## config.mk

```make
export PLATFORM = sky130hd
export DESIGN_NAME = t03_wb_scheduler
export DESIGN_NICKNAME = d
export VERILOG_FILES = /design/src/rtl/t03_wb_pkg.sv /design/src/rtl/t03_wb_fifo.sv /design/src/rtl/t03_wb_scheduler.sv
export SDC_FILE = /design/constraint.sdc
export NUM_CORES = 1
export LEC_CHECK = 0
export CORE_ASPECT_RATIO = 0.6
export CORE_MARGIN = 2
export CORE_UTILIZATION = 49
export CTS_BUF_LIST = sky130_fd_sc_hd__clkbuf_4
export CTS_CLUSTER_DIAMETER = 120
export DETAILED_ROUTE_END_ITERATION = 8
export PLACE_DENSITY = 0.92
export SYNTH_ARGS = -nofsm -noshare
export SYNTH_HDL_FRONTEND = slang
export SYNTH_SLANG_ARGS = --single-unit
```

## constraint.sdc

```tcl
create_clock -name clk -period 4.2 [get_ports clk]
set_input_delay 0.84 -clock clk [delete_from_list [all_inputs] [get_ports clk]]
set_output_delay 0.84 -clock clk [all_outputs]
set_load 0.01 [all_outputs]
```

## src/rtl/t03_wb_pkg.sv

```systemverilog
// Shared widths, write-source encoding and the operand-hazard compare helper
// for the writeback scheduler.
package t03_wb_pkg;

  localparam int unsigned DATA_W        = 32;
  localparam int unsigned REG_ADDR_W    = 5;
  localparam int unsigned WB_FIFO_DEPTH = 2;

  typedef enum logic [1:0] {
    SRC_NONE,
    SRC_LOAD,
    SRC_FIFO,
    SRC_ALU
  } wb_src_e;

  // x0 is never a hazard: it is hardwired and its writes are dropped.
  function automatic logic rd_match(input logic [REG_ADDR_W-1:0] rs,
                                    input logic [REG_ADDR_W-1:0] rd,
                                    input logic                  en);
    return en && (rs != '0) && (rs == rd);
  endfunction

endpackage

```

## src/rtl/t03_wb_fifo.sv

```systemverilog
// In-order queue of deferred ALU writebacks; entry destinations and valid bits are
// exposed so the decode stage can detect hazards against queued writes.
module t03_wb_fifo
  import t03_wb_pkg::*;
(
  input  logic                                       clk,
  input  logic                                       reset,
  input  logic                                       push,
  input  logic                                       pop,
  input  logic [REG_ADDR_W-1:0]                      push_rd,
  input  logic [DATA_W-1:0]                          push_data,
  output logic                                       full,
  output logic                                       empty,
  output logic [REG_ADDR_W-1:0]                      head_rd,
  output logic [DATA_W-1:0]                          head_data,
  output logic [WB_FIFO_DEPTH-1:0][REG_ADDR_W-1:0]   entry_rd,
  output logic [WB_FIFO_DEPTH-1:0]                   entry_valid
);

  // Depth must be a power of two so the pointers wrap naturally.
  localparam int unsigned PTR_W = (WB_FIFO_DEPTH > 1) ? $clog2(WB_FIFO_DEPTH) : 1;
  localparam int unsigned CNT_W = $clog2(WB_FIFO_DEPTH + 1);

  logic [REG_ADDR_W-1:0] mem_rd_q   [WB_FIFO_DEPTH];
  logic [DATA_W-1:0]     mem_data_q [WB_FIFO_DEPTH];
  logic [PTR_W-1:0]      rd_ptr_q, wr_ptr_q;
  logic [CNT_W-1:0]      count_q;
  logic                  push_ok, pop_ok;

  assign full      = (count_q == CNT_W'(WB_FIFO_DEPTH));
  assign empty     = (count_q == '0);
  assign push_ok   = push && !full;
  assign pop_ok    = pop && !empty;
  assign head_rd   = mem_rd_q[rd_ptr_q];
  assign head_data = mem_data_q[rd_ptr_q];

  always_ff @(posedge clk or posedge reset) begin
    if (reset) begin
      for (int i = 0; i < WB_FIFO_DEPTH; i++) begin
        mem_rd_q[i]   <= '0;
        mem_data_q[i] <= '0;
      end
      rd_ptr_q <= '0;
      wr_ptr_q <= '0;
      count_q  <= '0;
    end else begin
      if (push_ok) begin
        mem_rd_q[wr_ptr_q]   <= push_rd;
        mem_data_q[wr_ptr_q] <= push_data;
        wr_ptr_q             <= wr_ptr_q + PTR_W'(1);
      end
      if (pop_ok) begin
        rd_ptr_q <= rd_ptr_q + PTR_W'(1);
      end
      if (push_ok && !pop_ok) begin
        count_q <= count_q + CNT_W'(1);
      end else if (pop_ok && !push_ok) begin
        count_q <= count_q - CNT_W'(1);
      end
    end
  end

  always_comb begin
    logic [PTR_W-1:0] offset;
    offset      = '0;
    entry_rd    = '0;
    entry_valid = '0;
    for (int i = 0; i < WB_FIFO_DEPTH; i++) begin
      offset         = PTR_W'(i) - rd_ptr_q;
      entry_rd[i]    = mem_rd_q[i];
      entry_valid[i] = (CNT_W'(offset) < count_q);
    end
  end

endmodule

```

## src/rtl/t03_wb_scheduler.sv

```systemverilog
// Register-file writeback arbiter: load return > queued ALU write > incoming ALU write,
// with single-outstanding-load tracking and decode-stage hazard detection.
module t03_wb_scheduler
  import t03_wb_pkg::*;
(
  input  logic                  clk,
  input  logic                  reset,
  input  logic                  alu_valid,
  input  logic [REG_ADDR_W-1:0] alu_rd,
  input  logic [DATA_W-1:0]     alu_data,
  output logic                  alu_ready,
  input  logic                  ld_issue,
  input  logic [REG_ADDR_W-1:0] ld_rd,
  input  logic                  ld_ret_valid,
  input  logic [DATA_W-1:0]     ld_ret_data,
  output logic                  ld_busy,
  input  logic [REG_ADDR_W-1:0] rs1,
  input  logic [REG_ADDR_W-1:0] rs2,
  output logic                  stall,
  output logic                  rf_we,
  output logic [REG_ADDR_W-1:0] rf_waddr,
  output logic [DATA_W-1:0]     rf_wdata,
  output logic                  protocol_err
);

  logic                  ld_busy_q, ld_busy_d;
  logic [REG_ADDR_W-1:0] ld_rd_q, ld_rd_d;
  logic                  protocol_err_q, protocol_err_d;
  logic                  rf_we_q;
  logic [REG_ADDR_W-1:0] rf_waddr_q;
  logic [DATA_W-1:0]     rf_wdata_q;

  logic                  ret_ok, issue_ok, load_wr, alu_wr;
  logic                  fifo_push, fifo_pop, fifo_full, fifo_empty;
  logic [REG_ADDR_W-1:0] fifo_head_rd;
  logic [DATA_W-1:0]     fifo_head_data;
  logic [WB_FIFO_DEPTH-1:0][REG_ADDR_W-1:0] fifo_entry_rd;
  logic [WB_FIFO_DEPTH-1:0]                 fifo_entry_valid;
  wb_src_e               src;
  logic [REG_ADDR_W-1:0] wr_addr;
  logic [DATA_W-1:0]     wr_data;

  assign ret_ok   = ld_ret_valid && ld_busy_q;
  // A same-cycle return frees the slot, so back-to-back loads are legal.
  assign issue_ok = ld_issue && (!ld_busy_q || ld_ret_valid);
  assign load_wr  = ret_ok && (ld_rd_q != '0);

  // Refusing an ALU write to the pending load rd keeps the older load from clobbering it.
  assign alu_ready = !fifo_full && !(ld_busy_q && (alu_rd == ld_rd_q));
  assign alu_wr    = alu_valid && alu_ready && (alu_rd != '0);
  assign fifo_pop  = !load_wr && !fifo_empty;
  assign fifo_push = alu_wr && (load_wr || !fifo_empty);

  always_comb begin
    src = SRC_NONE;
    if (load_wr)          src = SRC_LOAD;
    else if (!fifo_empty) src = SRC_FIFO;
    else if (alu_wr)      src = SRC_ALU;
  end

  always_comb begin
    wr_addr = rf_waddr_q;
    wr_data = rf_wdata_q;
    unique case (src)
      SRC_LOAD: begin wr_addr = ld_rd_q;      wr_data = ld_ret_data;    end
      SRC_FIFO: begin wr_addr = fifo_head_rd; wr_data = fifo_head_data; end
      SRC_ALU:  begin wr_addr = alu_rd;       wr_data = alu_data;       end
      default:  ;
    endcase
  end

  always_comb begin
    ld_busy_d      = ld_busy_q;
    ld_rd_d        = ld_rd_q;
    protocol_err_d = protocol_err_q
                     | (ld_ret_valid && !ld_busy_q)
                     | (ld_issue && ld_busy_q && !ld_ret_valid);
    if (issue_ok) begin
      ld_busy_d = 1'b1;
      ld_rd_d   = ld_rd;
    end else if (ret_ok) begin
      ld_busy_d = 1'b0;
    end
  end

  always_comb begin
    stall = 1'b0;
    for (int s = 0; s < 2; s++) begin
      logic [REG_ADDR_W-1:0] rs;
      rs = (s == 0) ? rs1 : rs2;
      stall = stall | rd_match(rs, ld_rd_q, ld_busy_q)
                    | rd_match(rs, rf_waddr_q, rf_we_q)
                    | rd_match(rs, alu_rd, alu_valid);
      for (int i = 0; i < WB_FIFO_DEPTH; i++) begin
        stall = stall | rd_match(rs, fifo_entry_rd[i], fifo_entry_valid[i]);
      end
    end
  end

  always_ff @(posedge clk or posedge reset) begin
    if (reset) begin
      ld_busy_q      <= 1'b0;
      ld_rd_q        <= '0;
      protocol_err_q <= 1'b0;
      rf_we_q        <= 1'b0;
      rf_waddr_q     <= '0;
      rf_wdata_q     <= '0;
    end else begin
      ld_busy_q      <= ld_busy_d;
      ld_rd_q        <= ld_rd_d;
      protocol_err_q <= protocol_err_d;
      rf_we_q        <= (src != SRC_NONE);
      rf_waddr_q     <= wr_addr;
      rf_wdata_q     <= wr_data;
    end
  end

  assign ld_busy      = ld_busy_q;
  assign protocol_err = protocol_err_q;
  assign rf_we        = rf_we_q;
  assign rf_waddr     = rf_waddr_q;
  assign rf_wdata     = rf_wdata_q;

  t03_wb_fifo u_fifo (
    .clk         (clk),
    .reset       (reset),
    .push        (fifo_push),
    .pop         (fifo_pop),
    .push_rd     (alu_rd),
    .push_data   (alu_data),
    .full        (fifo_full),
    .empty       (fifo_empty),
    .head_rd     (fifo_head_rd),
    .head_data   (fifo_head_data),
    .entry_rd    (fifo_entry_rd),
    .entry_valid (fifo_entry_valid)
  );

endmodule

```

Word-level counts from Yosys, hierarchy flattened:

Cells that the tools add are included.

* bits in registers: 123
* latch bits: 0
* input port bits: 89
* memory bits (read-only): 0
* memories: 0
* bits in writable memories: 0

* order comparisons: 5
* bitwise gates (word level): 13
* muxes and demuxes: 21
* eq/ne operators: 15
* $mul: 0
* shift-type cells: 0
* reductions and logical operators: 56
* div/mod/pow operators: 0
* $add $sub $neg: 6

Operator list (number)
* 32-bit two-way mux: 4
* 32-bit one-hot mux with 3 select lines: 1
* 64-bit bitwise mux: 1
* 5-bit equality test: 11
* 1-bit logical AND: 37
* 32-bit demux with 1-bit select: 1
* 5-bit two-way mux: 4
* 5-bit nonzero test: 4
* 5-bit one-hot mux with 3 select lines: 1
* 1-bit bitwise OR: 11
* 10-bit bitwise mux: 1
* 2-bit two-way mux: 5
* 1-bit logical NOT: 8
* 2-bit equality test (second input constant): 3
* 2-bit nonzero test: 3
* 5-bit demux with 1-bit select: 1
* 2-bit greater-or-equal comparator (second input constant): 2
* 1-bit by 2-bit less-than comparator with 1-bit output: 2
* 1-bit inverter with 2-bit output: 2
* 3-bit nonzero test: 1
* 1-bit adder (second input constant): 2
* 2-bit by 1-bit adder with 2-bit output (second input constant): 1
* 2-bit by 1-bit equality test with 1-bit output (second input constant): 1
* 2-bit logical NOT: 1
* 5 further kinds: 8

Longest topological paths before layout:

Gate-level depths: netlist (run 1).

* depth after elaboration: 12
* gate-level depth with buffers: 9

Hierarchy:

Synthesis (run 1) repeated with hierarchy kept, for this count alone.

* cell total of the unflattened synthesis: 555
* area, all modules: 6839.1 µm²

By module, submodules not included
* t03_wb_fifo: area each 3597.2 µm², cells an instance 220, sequential area each 1951.9 µm², instances 1
* t03_wb_scheduler: area each 3241.9 µm², cells an instance 335, sequential area each 1126.1 µm², instances 1

Worst setup path after synthesis (run 1):

OpenSTA, ideal clock, no wires.

* path type: input-to-output
* from: input rs1[1]
* to: output stall
* required time: 3.360 ns
* data arrival time: 1.980 ns
* path slack: 1.380 ns
* stages on the path: 7
* cell sequence: clkbuf_1 xor2_1 nor4_1 nand3_1 o31ai_1 nor3_1 o21ai_0

* longest elaborated chain between the ends: 12
* elaborated cells between the ends (all ways): 25
* those cells by class: 5 x eq/ne; 9 x bitwise; 11 x reduce/logical

RTL lines
* start: declaration: RTL line t03_wb_scheduler.sv:17 `input logic [REG_ADDR_W-1:0] rs1,`
* 5-bit nonzero test: RTL line t03_wb_pkg.sv:20 `return en && (rs != '0) && (rs == rd);`
* 1-bit logical AND (2 in series): RTL line t03_wb_pkg.sv:20
* 1-bit bitwise OR: RTL line t03_wb_scheduler.sv:92 `| rd_match(rs, rf_waddr_q, rf_we_q)`
* 1-bit bitwise OR: RTL line t03_wb_scheduler.sv:93 `| rd_match(rs, alu_rd, alu_valid);`
* 1-bit bitwise OR: RTL line t03_wb_scheduler.sv:95 `stall = stall | rd_match(rs, fifo_entry_rd[i], fifo_entry_valid[i]);`
* 1-bit bitwise OR (*): RTL line t03_wb_scheduler.sv:95
* 1-bit bitwise OR (*): RTL line t03_wb_scheduler.sv:91 `stall = stall | rd_match(rs, ld_rd_q, ld_busy_q)`
* 1-bit bitwise OR (*): RTL line t03_wb_scheduler.sv:92
* 1-bit bitwise OR (*): RTL line t03_wb_scheduler.sv:93
* 1-bit bitwise OR (*) (2 in series): RTL line t03_wb_scheduler.sv:95
* end: declaration: RTL line t03_wb_scheduler.sv:19 `output logic stall,`

Mark *: on every way between the ends. The rest lies on a longest branch, timed or not.

Worst setup path in the final report (run 1):

* from: input alu_rd[2]
* to: output stall

* longest elaborated chain between the ends: 10
* elaborated cells between the ends (all ways): 12
* those cells by class: 2 x eq/ne; 8 x bitwise; 2 x reduce/logical

RTL lines
* start: declaration: RTL line t03_wb_scheduler.sv:9 `input logic [REG_ADDR_W-1:0] alu_rd,`
* 5-bit equality test: RTL line t03_wb_pkg.sv:20
* 1-bit logical AND: RTL line t03_wb_pkg.sv:20
* 1-bit bitwise OR: RTL line t03_wb_scheduler.sv:93
* 1-bit bitwise OR (2 in series): RTL line t03_wb_scheduler.sv:95
* 1-bit bitwise OR: RTL line t03_wb_scheduler.sv:91
* 1-bit bitwise OR: RTL line t03_wb_scheduler.sv:92
* 1-bit bitwise OR (*): RTL line t03_wb_scheduler.sv:93
* 1-bit bitwise OR (*) (2 in series): RTL line t03_wb_scheduler.sv:95

Marks and branches as above.

==> results of run 1 <==
-- Yosys cell counts, drive strengths merged --
library cell  count  area (um2)
dfrtp           123        3080
nand2           116         438
mux2             79        1000
o21ai            42         210
nor2             40         150
a31oi            37         231
mux2i            37         370
clkbuf           36         135
xor2             36         315
xnor2            24         210
buf              19         119
nand3             7        35.0
nor4              7        43.8
inv               4        15.0
nand4             4        25.0
or4               4        30.0
o31ai             3        22.5
a21oi             2        10.0
nor2b             2        27.5
nor3              2        10.0
a31o              1        8.76
a32oi             1        8.76
and2              1        6.26
ha                1        12.5
nand2b            1        6.26
o211ai            1        12.5
o21bai            1        7.51
o22ai             1        6.26
-- critical path, cell delays in order --
cell	delay [ns]
clkdlybuf4s50_1	0.55
buf_4	0.22
xor2_1	0.15
nor4_1	0.27
nand3_1	0.12
o31ai_1	0.09
o22ai_1	0.12
o21ai_0	0.10
clkdlybuf4s50_1	0.56
-- metrics by stage --
step / instance area [um2] / setup slack, ns / hold slack, ns / util [%]
after floorplan: 6550 / 0.0891 / 0.457 / -
after CTS: 8280 / 0.308 / 0.496 / 64.0
final: 8280 / 0.328 / 0.499 / 64.0
after global placement: 7960 / 0.364 / 0.465 / 61.5
after detailed placement: 7960 / 0.298 / 0.471 / 61.5
after global routing: 8280 / 0.196 / 0.512 / 64.0
-- final cells by class --
cell class                 instances  share of cell area, %
inverter                           4                  0.212
tap                              170                   2.57
clock buffer                      20                   1.81
sequential                       123                   37.2
timing repair buffer             144                   17.3
clock inverter                    12                   2.06
multi-input combinational        450                   38.9
-- kinds of logic (layout without fill, tap and decap cells) --
logic type	after synthesis	after routing	share of synthesized area [%]
simple gates	184	184	11.8
xor+xnor	60	60	8.03
mux	116	116	21.0
buf+inv	59	180	4.11
compound gates	89	89	7.91
flops	123	123	47.0
fa+ha+maj	1	1	0.191
-- where the power goes --
group / switching (mW) / total (mW) / internal [mW]
Clock: 0.449 / 0.939 / 0.490
Sequential: 0.497 / 2.26 / 1.77
Combinational: 1.18 / 2.62 / 1.43
-- worst min-delay path by stage --
stage / from / to / slack [ns] / cells after the start
after floorplan: u_fifo.mem_data_q[39] / u_fifo.mem_data_q[39] / 0.46 / 1
final: protocol_err / protocol_err / 0.50 / 2
after detailed placement: protocol_err / protocol_err / 0.47 / 2
after global placement: protocol_err / protocol_err / 0.46 / 2
after CTS: protocol_err / protocol_err / 0.50 / 2
after global routing: u_fifo.mem_data_q[10] / u_fifo.mem_data_q[10] / 0.51 / 1
-- metal layers --
metal	wire, um	vias to the layer above	global-route usage, %
met2	6960	204	34.9
met3	1460	19	6.77
li1	-	2381	-
met5	0	-	0
met1	7620	2435	33.5
met4	179	0	5.25
-- state kept, by name, summed over array words and instances (netlist names) --
| name | flops |
|---|---|
| rf_waddr | 5 |
| ld_busy | 1 |
| rf_we | 1 |
| u_fifo.wr_ptr_q | 1 |
| u_fifo.mem_data_q | 64 |
| ld_rd_q | 5 |
| rf_wdata | 32 |
| u_fifo.rd_ptr_q | 1 |
| u_fifo.count_q | 2 |
| protocol_err | 1 |
| u_fifo.entry_rd | 10 |
==> flow_metrics.env, run 1 <==
export IMPL_wl_per_cell_um=17.6
export IMPL_synth_seq_cells=123
export IMPL_via_count=5039
export IMPL_place_inst=891
export IMPL_min_period_ns=3.87
export IMPL_regToRegSetupSlack_ns=1.23
export IMPL_layout_common_cells="clkdlybuf4s50_1 (130), dfrtp_1 (122), nand2_1 (115)"
export IMPL_worstPathRequired_ns=3.36
export IMPL_start_util_pct=50.6
export IMPL_multi_input_comb_area_um2=3220
export IMPL_crit_path_end="stall"
export IMPL_finalClockSkew_ns=0.0262
export IMPL_synthDistinctLibCells=35
export IMPL_drv_slew=0
export IMPL_rows=32
export IMPL_path_clk_slew_ns=0.10
export IMPL_viasPerCell=5.46
export IMPL_final_seq_area_um2=3080
export IMPL_antenna_found_initial=0
export IMPL_nets=830
export IMPL_fillerInstances=1010
export IMPL_syn_inst=632
export IMPL_antenna_left=0
export IMPL_setup_tns_ns=0
export IMPL_root_buffer="clkbuf_4"
export IMPL_holdBufCountCts=0
export IMPL_endpoint_kind="primary output"
export IMPL_die_area_um2=14300
export IMPL_regToRegEndpoint="u_fifo.count_q[1]"
export IMPL_power_density_nw_per_um2=703
export IMPL_critPathMaxFanout=5
export IMPL_cts_resized=0
export IMPL_die_y_um=93.5
export IMPL_ios=131
export IMPL_gp_congestion=0.971
export IMPL_grt_use_total_pct=23.3
export IMPL_drt_wl_total_mm=16.2
export IMPL_setup_worst_path_start="alu_rd[2]"
export IMPL_cp_arrival_ns=3.03
export IMPL_drc=0
export IMPL_drive_above_1_share_pct=11.4
export IMPL_tightest_slew_ns=0.923
export IMPL_instances_no_fill=923
export IMPL_peakVddDrop_uv=320
export IMPL_cts_tree="yes"
export IMPL_syn_to_final_growth_pct=26.4
export IMPL_hold_viol_final=0
export IMPL_yosysWarnings=0
export IMPL_p_total_mw=5.82
export IMPL_syn_nets=722
export IMPL_grt_max_degree=77
export IMPL_post_cts_buffers=0
export IMPL_drt_pass1_iter_count=5
export IMPL_total_leakage_power_nw=3.53
export IMPL_core_area_um2=12900
export IMPL_rsz0062_at_grt="false"
export IMPL_syn_cell_area_um2=6550
export IMPL_final_common_cell="clkdlybuf4s50_1"
export IMPL_worstSetupStartpointType="primary input"
export IMPL_hold_class="flop to flop"
export IMPL_port_buffers=130
export IMPL_numCtsBuffers=17
export IMPL_diodes=0
export IMPL_grt_pass1_vias=4973
export IMPL_clkLatencyLatePin_ns=0.52
export IMPL_grt_pass1_wl_mm=26.1
export IMPL_cts_buffer_depth=2
export IMPL_gr_total_overflow=0
export IMPL_path_class="primary input to primary output"
export IMPL_drt_iter0_markers=302
export IMPL_status="completed"
export IMPL_finalCritPeriodShare_pct=92.2
export IMPL_hpwl_mm=11.1
export IMPL_postSynthAreaPerCell_um2=10.4
export IMPL_synth_seq_area_share_pct=47.0
export IMPL_reg2reg_depth=8
export IMPL_clock_fmax_mhz=258
export IMPL_setup_viol=0
export IMPL_max_slew_margin_pct=38.3
export IMPL_cap_violations=0
export IMPL_cts_sinks=123
export IMPL_htreeDepth=4
export IMPL_r2r_start="ld_rd_q[0]"
export IMPL_die_w_um=153
(Power assumes the default switching activity.)
==> run 2: changes to the inputs <==
--- a/config.mk
+++ b/config.mk
@@ -6,11 +6,11 @@
 export NUM_CORES = 1
 export LEC_CHECK = 0
 export CORE_ASPECT_RATIO = 0.6
-export CORE_MARGIN = 2
 export CORE_UTILIZATION = 49
 export CTS_BUF_LIST = sky130_fd_sc_hd__clkbuf_4
 export CTS_CLUSTER_DIAMETER = 120
 export DETAILED_ROUTE_END_ITERATION = 8
+export HOLD_SLACK_MARGIN = 0.02
 export PLACE_DENSITY = 0.92
 export SYNTH_ARGS = -nofsm -noshare
 export SYNTH_HDL_FRONTEND = slang
==> run 2 against run 1 <==
Against the previous run: final cell count stayed put; sequential share of layout area decreased by 0.067 points; core utilization rose by 0.12 points; critical endpoint unchanged.
==> flow_metrics.env, run 2 (synthesized netlist as in run 1, its figures left out) <==
export IMPL_start_util_pct=50.6
export IMPL_cap_violations=0
export IMPL_antenna_found_initial=0
export IMPL_r2r_start="ld_rd_q[2]"
export IMPL_hold_class="flop to flop"
export IMPL_largest_reg_flops=64
export IMPL_worstPathRequired_ns=3.36
export IMPL_clock_fmax_mhz=256
export IMPL_grt_use_total_pct=25.2
export IMPL_ios=131
export IMPL_antenna_left=0
export IMPL_placed_area_um2=7980
export IMPL_rows=32
export IMPL_cts_resized=0
export IMPL_worst_hold_path_endpoint="u_fifo.mem_data_q[40]"
export IMPL_peakVddDrop_uv=324
export IMPL_htreeDepth=4
export IMPL_drc=0
export IMPL_holdPathStages=1
export IMPL_clkLatencyLatePin_ns=0.52
export IMPL_finalCritPeriodShare_pct=92.9
export IMPL_setup_worst_path_start="alu_rd[0]"
export IMPL_die_y_um=91.5
export IMPL_instances_no_fill=923
export IMPL_min_from="u_fifo.mem_data_q[40]"
export IMPL_grt_max_degree=77
export IMPL_grt_pass1_wl_mm=26.6
export IMPL_final_common_cell="clkdlybuf4s50_1"
export IMPL_fin_util_pct=64.1
export IMPL_numCtsBuffers=17
export IMPL_drt_iter0_markers=305
export IMPL_die_area_um2=13800
export IMPL_critPathMaxFanout=5
export IMPL_finalClockSkew_ns=0.0194
export IMPL_reg2reg_depth=7
export IMPL_wl_per_cell_um=17.6
export IMPL_gr_total_overflow=0
export IMPL_layout_common_cells="clkdlybuf4s50_1 (130), dfrtp_1 (122), nand2_1 (115)"
export IMPL_endpoint_kind="primary output"
export IMPL_root_buffer="clkbuf_4"
export IMPL_diodes=0
export IMPL_total_leakage_power_nw=3.53
export IMPL_path_class="primary input to primary output"
export IMPL_viasPerCell=5.42
export IMPL_cts_tree="yes"
export IMPL_holdBufCountCts=0
export IMPL_fin_ws_ns=0.296
export IMPL_min_period_ns=3.90
export IMPL_drt_pass1_iter_count=5
export IMPL_drive_above_1_share_pct=11.6
export IMPL_place_inst=892
export IMPL_core_area_um2=12900
export IMPL_tightest_slew_ns=1.15
export IMPL_fin_area_um2=8290
export IMPL_post_cts_buffers=0
export IMPL_fillerInstances=1034
export IMPL_syn_to_final_growth_pct=26.7
export IMPL_cp_arrival_ns=3.06
export IMPL_setup_tns_ns=0
export IMPL_setup_viol=0
export IMPL_path_clk_slew_ns=0.11
export IMPL_grt_pass1_vias=5013
export IMPL_dp_slack_ns=0.253
export IMPL_regToRegSetupSlack_ns=1.12
export IMPL_worstSetupStartpointType="primary input"
export IMPL_max_slew_margin_pct=23.3
export IMPL_hpwl_mm=11.1
export IMPL_die_w_um=151
export IMPL_nets=831
export IMPL_hold_viol_final=0
export IMPL_port_buffers=130
export IMPL_rsz0062_at_grt="false"
export IMPL_power_density_nw_per_um2=705
export IMPL_via_count=5001
export IMPL_gp_congestion=0.901
export IMPL_status="completed"
export IMPL_final_seq_area_um2=3080
export IMPL_regToRegEndpoint="u_fifo.mem_data_q[54]"
export IMPL_regMostFlops="u_fifo.mem_data_q"
export IMPL_cts_sinks=123
export IMPL_drt_wl_total_mm=16.3
export IMPL_cts_buffer_depth=2
export IMPL_hold_ws_ns=0.501
export IMPL_drv_slew=0
export IMPL_multi_input_comb_area_um2=3220
export IMPL_p_total_mw=5.84
-- run 2: critical path, stage by stage --
cell and delay, ns:
clkdlybuf4s50_1 0.53, buf_4 0.21, xor2_1 0.15, nor4_1 0.29, nand3_1 0.13, o31ai_1 0.09
nor3_1 0.07, o21ai_0 0.19, clkdlybuf4s50_1 0.56
-- run 2: routing by layer --
metal / GRT usage [%] / share of wire [%] / vias to the layer above
met1: 35.5 / 47 / 2416
met2: 37.1 / 43 / 179
met4: 7.08 / 1.4 / 0
met3: 7.79 / 8.5 / 24
li1: - / - / 2382
met5: 0 / 0 / -
-- run 2: power breakdown --
group          leakage, nW  switching (mW)  internal (mW)
logic                 1.93            1.22           1.44
clock network        0.160           0.462          0.480
registers             1.44           0.472           1.77
total                 3.53            2.15           3.69
-- run 2: final cells by class --
class / instances / area share [%]
clock buffers: 19 / 1.72
flip-flops and latches: 123 / 37.1
multi-input cells: 450 / 38.8
well taps: 170 / 2.56
repair buffers: 145 / 17.5
clock inverters: 12 / 2.08
inverters: 4 / 0.211
-- run 2: worst max path at each step --
stage / to / depth (start not counted) / slack (ns)
2_1_floorplan: ld_busy / 1 / 0.09
3_3_place_gp: u_fifo.mem_data_q[46] / 8 / 0.33
3_5_place_dp: u_fifo.mem_data_q[46] / 8 / 0.25
4_1_cts: stall / 9 / 0.32
5_1_grt: stall / 8 / 0.19
6_report: stall / 9 / 0.30
